## src/rtl/sd_cmd_response_rx.sv

```systemverilog
// SD CMD-line response receiver for 48-bit short responses (R1/R6/R7).
// Waits for the start bit, shifts the frame in MSB first, checks framing and
// CRC7, then posts the index and argument with a one-cycle oDone pulse.
// Optional build macro: SD_RX_CRC_EN. When it is defined, CRC7 is computed and
// compared. When it is undefined, the CRC bits are discarded and oCrc_ok reads 1
// on every posted result.
module sd_cmd_response_rx #(
  parameter int unsigned RESP_BITS      = 48,
  parameter int unsigned TIMEOUT_CYCLES = 64
) (
  input  logic        iSD_clock,
  input  logic        iReset,
  input  logic        iEnable,
  input  logic        iStart,
  input  logic        iSerial,
  output logic [5:0]  oIndex,
  output logic [31:0] oArgument,
  output logic        oCrc_ok,
  output logic        oFrame_err,
  output logic        oTimeout,
  output logic        oBusy,
  output logic        oDone
);

  localparam logic [1:0] StIdle      = 2'd0;
  localparam logic [1:0] StWaitStart = 2'd1;
  localparam logic [1:0] StReceive   = 2'd2;
  localparam logic [1:0] StCheck     = 2'd3;

  localparam int unsigned TmoW = $clog2(TIMEOUT_CYCLES + 1);
  localparam logic [TmoW-1:0] TmoLast = TmoW'(TIMEOUT_CYCLES - 1);
  localparam logic [5:0] LastBit = 6'(RESP_BITS - 1);
  // Frame bits 1..40 are covered by the CRC.
  localparam logic [5:0] CrcBits = 6'd40;

  logic [1:0]      state_q, state_d;
  logic [5:0]      cnt_q, cnt_d;
  logic [TmoW-1:0] tmo_q, tmo_d;
  // Holds frame bits 2..48; after the end bit, [46] is the transmission bit
  // and [0] is the end bit, so the indices match the frame numbering.
  logic [46:0]     shreg_q, shreg_d;
  logic [5:0]      index_q, index_d;
  logic [31:0]     arg_q, arg_d;
  logic            crc_ok_q, crc_ok_d;
  logic            frame_err_q, frame_err_d;
  logic            timeout_q, timeout_d;
  logic            done_q, done_d;

`ifdef SD_RX_CRC_EN
  logic [6:0]      crc_q, crc_d;

  function automatic logic [6:0] crc7_next(input logic [6:0] c, input logic d);
    logic fb;
    fb = d ^ c[6];
    return {c[5:0], 1'b0} ^ (fb ? 7'h09 : 7'h00);
  endfunction
`else
  // Received CRC bits are shifted in but never examined in this build.
  logic unused_crc_bits;
  assign unused_crc_bits = ^shreg_q[7:1];
`endif

  // Next-state logic: everything holds while iEnable is low; oDone is a one-cycle pulse.
  always_comb begin
    state_d     = state_q;
    cnt_d       = cnt_q;
    tmo_d       = tmo_q;
    shreg_d     = shreg_q;
    index_d     = index_q;
    arg_d       = arg_q;
    crc_ok_d    = crc_ok_q;
    frame_err_d = frame_err_q;
    timeout_d   = timeout_q;
    done_d      = 1'b0;
`ifdef SD_RX_CRC_EN
    crc_d       = crc_q;
`endif
    if (iEnable) begin
      case (state_q)
        StIdle: begin
          if (iStart) begin
            state_d     = StWaitStart;
            crc_ok_d    = 1'b0;
            frame_err_d = 1'b0;
            timeout_d   = 1'b0;
            tmo_d       = '0;
            cnt_d       = '0;
`ifdef SD_RX_CRC_EN
            crc_d       = '0;
`endif
          end
        end
        StWaitStart: begin
          if (!iSerial) begin
            state_d = StReceive;
            cnt_d   = 6'd1;
`ifdef SD_RX_CRC_EN
            crc_d   = crc7_next(crc_q, 1'b0);
`endif
          end else if (tmo_q == TmoLast) begin
            timeout_d = 1'b1;
            done_d    = 1'b1;
            state_d   = StIdle;
          end else begin
            tmo_d = tmo_q + TmoW'(1);
          end
        end
        StReceive: begin
          shreg_d = {shreg_q[45:0], iSerial};
          cnt_d   = cnt_q + 6'd1;
`ifdef SD_RX_CRC_EN
          if (cnt_q < CrcBits) begin
            crc_d = crc7_next(crc_q, iSerial);
          end
`endif
          if (cnt_q == LastBit) begin
            state_d = StCheck;
          end
        end
        default: begin
          index_d     = shreg_q[45:40];
          arg_d       = shreg_q[39:8];
`ifdef SD_RX_CRC_EN
          crc_ok_d    = (shreg_q[7:1] == crc_q);
`else
          crc_ok_d    = 1'b1;
`endif
          frame_err_d = shreg_q[46] | ~shreg_q[0];
          done_d      = 1'b1;
          state_d     = StIdle;
        end
      endcase
    end
  end

  // State and result registers.
  always_ff @(posedge iSD_clock or negedge iReset) begin
    if (!iReset) begin
      state_q     <= StIdle;
      cnt_q       <= '0;
      tmo_q       <= '0;
      shreg_q     <= '0;
      index_q     <= '0;
      arg_q       <= '0;
      crc_ok_q    <= 1'b0;
      frame_err_q <= 1'b0;
      timeout_q   <= 1'b0;
      done_q      <= 1'b0;
`ifdef SD_RX_CRC_EN
      crc_q       <= '0;
`endif
    end else begin
      state_q     <= state_d;
      cnt_q       <= cnt_d;
      tmo_q       <= tmo_d;
      shreg_q     <= shreg_d;
      index_q     <= index_d;
      arg_q       <= arg_d;
      crc_ok_q    <= crc_ok_d;
      frame_err_q <= frame_err_d;
      timeout_q   <= timeout_d;
      done_q      <= done_d;
`ifdef SD_RX_CRC_EN
      crc_q       <= crc_d;
`endif
    end
  end

  assign oIndex     = index_q;
  assign oArgument  = arg_q;
  assign oCrc_ok    = crc_ok_q;
  assign oFrame_err = frame_err_q;
  assign oTimeout   = timeout_q;
  assign oDone      = done_q;
  assign oBusy      = (state_q != StIdle);

endmodule

```

## config.mk

```make
export PLATFORM = sky130hd
export DESIGN_NAME = sd_cmd_response_rx
export DESIGN_NICKNAME = d
export VERILOG_FILES = /design/src/rtl/sd_cmd_response_rx.sv
export SDC_FILE = /design/constraint.sdc
export NUM_CORES = 1
export LEC_CHECK = 0
export ABC_CLOCK_PERIOD_IN_PS = 2180
export BUFFER_PORTS_ARGS = -buffer_cell sky130_fd_sc_hd__buf_2
export CORE_MARGIN = 2
export CORE_UTILIZATION = 50
export DETAILED_ROUTE_END_ITERATION = 16
export GPL_ROUTABILITY_DRIVEN = 0
export PLACE_DENSITY = 0.75
export RECOVER_POWER = 100
export SYNTH_ARGS = -nofsm -noshare
export SYNTH_HDL_FRONTEND = slang
export SYNTH_SLANG_ARGS = --single-unit
```

## constraint.sdc

```tcl
create_clock -name iSD_clock -period 2.18 [get_ports iSD_clock]
set_input_delay 0.109 -clock iSD_clock [delete_from_list [all_inputs] [get_ports iSD_clock]]
set_output_delay 0.109 -clock iSD_clock [all_outputs]
set_load 0.01 [all_outputs]
```

# Word level (Yosys, flattened, before mapping)

Index checks and enable logic that the tools add are counted.

Register bits after elaboration: 104
Word-level logic and storage cells: 63
Input bits: 5
Output and inout port bits: 43

Multiplexer cells: 22
Eq/ne operators: 11
Add/sub/neg operators: 2
Bitwise gates (word level): 4
Reductions and logical operators: 14

Operator list:

| operator                                                        | count |
|---|---|
| 7-bit two-way mux                                               | 3 |
| 6-bit case mux with 3 select lines                              | 1 |
| 7-bit case mux with 2 select lines                              | 1 |
| 6-bit two-way mux                                               | 2 |
| 2-bit inequality test, second input constant                    | 6 |
| 5-bit AND reduction                                             | 2 |
| 2-bit two-way mux                                               | 4 |
| 1-bit case mux with 2 select lines                              | 4 |
| 4-bit AND reduction                                             | 2 |
| 7-bit by 1-bit adder with 7-bit output, second input constant   | 1 |
| 7-bit by 6-bit == test with 1-bit output, second input constant | 1 |
| 6-bit by 1-bit adder with 6-bit output, second input constant   | 1 |
| 6-bit == test, second input constant                            | 1 |
| 1-bit two-way mux                                               | 6 |
| 2-bit case mux with 3 select lines                              | 1 |
| 2-bit AND reduction                                             | 2 |
| 2-bit nonzero test                                              | 2 |
| 2-bit OR reduction                                              | 2 |
| 3-bit inequality test, second input constant                    | 1 |
| 1-bit NOT                                                       | 3 |
| 3-bit AND reduction                                             | 1 |
| 3-bit nonzero test                                              | 1 |
| 3-bit OR reduction                                              | 1 |
| 2-bit by 1-bit == test with 1-bit output, second input constant | 1 |
| other kinds (3)                                                 | 3 |

# Depth between registers and ports, before layout

Depth in word-level cells: 5
Mapped depth: 7
Depth with buffers taken out: 6

# Worst setup path before layout

OpenSTA, ideal clock, no wires.

Path kind: register -> register
Start point: reg tmo_q[0]
End point: reg tmo_q[5]
Path buffers: 1
Period minus slack after synthesis: 1.749 ns
Data arrival time: 1.623 ns
Library setup time: 0.126 ns
Cell stages (with the launch flop): 7
Required time: 2.054 ns
Slack: 0.431 ns
Path through: dfrtp_1 -> ha_1 -> and4_4 -> and3_4 -> buf_6 -> a21o_1 -> a221o_1

Cells in the longest elaborated chain, start to end: 4
Elaborated cells on any way between the ends: 7
Those cells by class: add/sub (1); eq/ne (2); mux (3); reduce/logical (1)

RTL lines:

| element                                | line | RTL |
|---|---|---|
| from (decl)                            | 38   | `logic [TmoW-1:0] tmo_q, tmo_d;` |
| from (signal assigned)                 | 155  | `tmo_q <= tmo_d;` |
| 7-bit by 1-bit adder with 7-bit output | 105  | `tmo_d = tmo_q + TmoW'(1);` |
| 7-bit two-way mux                      | 100  | `end else if (tmo_q == TmoLast) begin` |
| 7-bit two-way mux                      | 94   | `if (!iSerial) begin` |
| 7-bit case mux with 2 select lines     | 79   | `case (state_q)` |

Several ways; a longest one is shown, not always the timed one. The select of a mux whose other input is x is not followed.
A chain may end at the register's enable or synchronous reset.

# Final worst setup path

Start point: reg state_q[1]
End point: reg tmo_q[5]

Cells in the longest elaborated chain, start to end: 3
Elaborated cells on any way between the ends: 8
Those cells by class: eq/ne (4); mux (1); reduce/logical (3)

RTL lines:

| element                                                                     | line | RTL |
|---|---|---|
| from (decl)                                                                 | 36   | `logic [1:0] state_q, state_d;` |
| from (signal assigned)                                                      | 139  | `state_q <= StIdle;` |
| from (signal assigned)                                                      | 153  | `state_q <= state_d;` |
| 2-bit by 1-bit == test with 1-bit output or 2-bit zero test (tied branches) | 79   |  |
| 2-bit inequality test (no line) or 2-bit nonzero test (tied branches)       | n/a  |  |
| 5-bit AND reduction (no line)                                               | n/a  |  |

Several ways; a longest one is shown, not always the timed one.

==> results.yml <==
floorplanning:
  dieWidth_um: 96.07
  start_util: 0.5158
  core_area_mm2: 0.008217
  die_h_um: 96.07
  die_area_mm2: 0.009228
  pin_count: 48
  row_count: 33
sta:
  rsz0062_at_grt: "no"
  maxSlewHeadroom: 0.1242
  setup_tns_ns: 0
  finalHoldViolCount: 0
  setup-violations-final: 0
  fin_crit_sh: 0.9233
  worstMarginPinSlew_ns: 1.314
  period_minus_slack_ns: 2.013
  setup_ws_ns: 0.1672
  skew_ns: 0.01275
  slew_viol_final: 0
  fmax_mhz: 496.8
critical_path:
  crit_required_ns: 2.43
  r2r_cells: 6
  reg2reg_setup_slack_ns: 0.17
  r2r-start: "state_q[1]"
  endpoint_kind: "flip-flop"
  worstPathCellList: "inv_1 -> ha_1 -> mux2_2 -> nand3_1 -> a21o_1 -> a221o_1"
  cp.arrival_ns: 2.26
  slowest_delay_ns: 0.43
  worstReg2RegEnd: "tmo_q[5]"
  critPathSlowestCell: "dfrtp_1"
  crit_type: "flip-flop to flip-flop"
  critPathTopFamily: "compound AO/OA/AOI/OAI gates"
  critPathBufInv: 1
  start_kind: "flip-flop"
  cp_max_fo: 13
global_route:
  grt_antenna_before_repair: 0
  track_usage: 0.1638
  grt_max_degree: 55
  grt_pass1_vias: 2449
  grt_overflow: 0
  grt_pass1_wl_mm: 11.45
synth:
  synthCells: 296
  yosys.area_share.simple: 0.06436
  ys_seq_elements: 104
  synth.avg_cell_area_um2: 14.32
  synthArstFlopShare: 1.000
  ys_seq_area_frac: 0.6141
  synthAdderAreaFrac: 0.01771
  synth_flop_cell: "dfrtp_1"
  syn_nets: 307
  synth-compound-area-share: 0.04488
  synth_top_family_by_area: "multiplexers"
  synth-xor-area-share: 0
  synth_edf_count: 0
  synthDistinctLibCells: 37
  yosysWarnings: 0
  yosys-mux-area-fraction: 0.2389
  synth_area_mm2: 0.004238
drt:
  avgRoutedWirePerCell_um: 14.95
  via_per_inst: 5.408
  drtPass1Iterations: 4
  drt_iter0_markers: 113
  drc: 0
  via_count: 2477
  routed_wl_mm: 6.845
  drtAntennaViolNets: 0
power_and_ir_drop:
  finalPower_mw: 4.523
  p_leak_nw: 2.408
  power_density_mw_per_mm2: 950.9
  ir_drop_mv: 0.5708
worst_hold_path:
  min_path_type: "primary input to flip-flop"
  min_path_cells: 2
  hold_path_end: "oDone"
  hp-start: "iEnable"
placed_design:
  placement.io_buffers: 47
  place_ws_ns: 0.1950
  place_hpwl_mm: 4.661
  postPlaceCellArea_mm2: 0.004612
clocking:
  cts_tree: "yes"
  postCtsSetupRepairBufs: 0
  cts.sinks: 104
  cts_root_buf: "clkbuf_8"
  clk_pin_slew_ns: 0.09
  clk_path_buf_depth: 2
  cts-buffers-inserted: 9
  cts_max_level: 3
  clock_latency_ns: 0.36
cells_and_area:
  area_growth_pct: 12.25
  seqCellArea_mm2: 0.002603
  fillCellCount: 691
  layout_common_cells: "dfrtp_1 (104), mux2_1 (87), clkbuf_1 (43), nand2_1 (9), clkbuf_8 (9)"
  finish.net_count: 359
  n_antenna_cell: 0
  multi_input_comb_area_mm2: 0.001555
  layout_commonest_cell: "dfrtp_1"
  drive_gt1_frac: 0.09065
  fin_area_mm2: 0.004757
job:
  maxCapViolations: 0
status:
  status: "finished, final reports clean"
==> Yosys cell counts, types with 3 or more instances <==
cell type  number  area (µm²)
nand2b_1        3       18.77
a31oi_1         3       18.77
clkbuf_1        3       11.26
o31ai_1         4       30.03
a21oi_1         4       20.02
nand2_1        11       41.29
nor2b_1         5       31.28
nor2_1          7       26.28
buf_2           8       40.04
and3_1          3       18.77
mux2_1         87       979.7
nand3_1         8       40.04
inv_1           6       22.52
o21ai_1         7       35.03
dfrtp_1       104        2603
ha_1            6       75.07
==> metrics by stage <==
stage	instances	hold WS, ns	util
after global routing	458	0.07004	0.5790
after detailed placement	441	0.2041	0.5613
after CTS	458	0.06011	0.5901
final	458	0.08364	0.5790
after floorplan	296	-0.1866	-
after global placement	441	0.1947	0.5613
==> state kept, by name, indices dropped and copies added, names as in the netlist <==
name and count:
oFrame_err 1, oIndex 6, cnt_q 6, state_q 2
shreg_q 47, oCrc_ok 1, oTimeout 1, oArgument 32
oDone 1, tmo_q 7
==> where the power goes <==
part           switching, mW  internal, mW  leakage (nW)
Clock                  0.651         0.658         0.104
Sequential             0.134          2.12          1.43
Combinational          0.571         0.394         0.876
Total                   1.36          3.17          2.41
==> worst reg2reg max path, cell delays in order (launching register included) <==
cell and delay, ns:
dfrtp_1 0.43, inv_1 0.12, ha_1 0.41, mux2_2 0.24
nand3_1 0.13, a21o_1 0.23, a221o_1 0.35
==> kinds of logic (layout without fill, tap and decap cells) <==
logic type      after synthesis  after routing
compound gates               29             29
fa+ha+maj                     6              6
buf+inv                      18             75
flops                       104            104
mux                          90             90
simple gates                 49             49
==> worst max-delay path by stage <==
stage          startpoint        to  slack (ns)  cells past startpoint
2_1_floorplan    tmo_q[0]  tmo_q[5]        0.43                      6
3_3_place_gp   state_q[1]  tmo_q[5]        0.27                      6
3_5_place_dp   state_q[1]  tmo_q[5]        0.19                      6
4_1_cts        state_q[1]  tmo_q[5]        0.19                      6
5_1_grt        state_q[1]  cnt_q[3]        0.02                      6
6_report       state_q[1]  tmo_q[5]        0.17                      6
==> layout make-up <==
type | count | share of cell area
flip-flops and latches | 104 | 0.5471
clock buffers | 9 | 0.02604
clock inverters | 7 | 0.02157
inverters | 6 | 0.004734
multi-input cells | 174 | 0.3269
well taps | 105 | 0.02762
repair buffers | 53 | 0.04603
==> timing repair <==
action	4_1_cts	5_1_grt
resized for setup	0	0
hold buffers	1	0
hold endpoints to repair	52	0
==> layer usage <==
metal	GRT usage	routed length, µm	vias up
li1	-	-	1165
met1	0.2133	3084	1251
met2	0.2633	3357	48
met3	0.03602	280	13
met4	0.07381	122	0
met5	0	0	-
(Power assumes the default switching activity.)
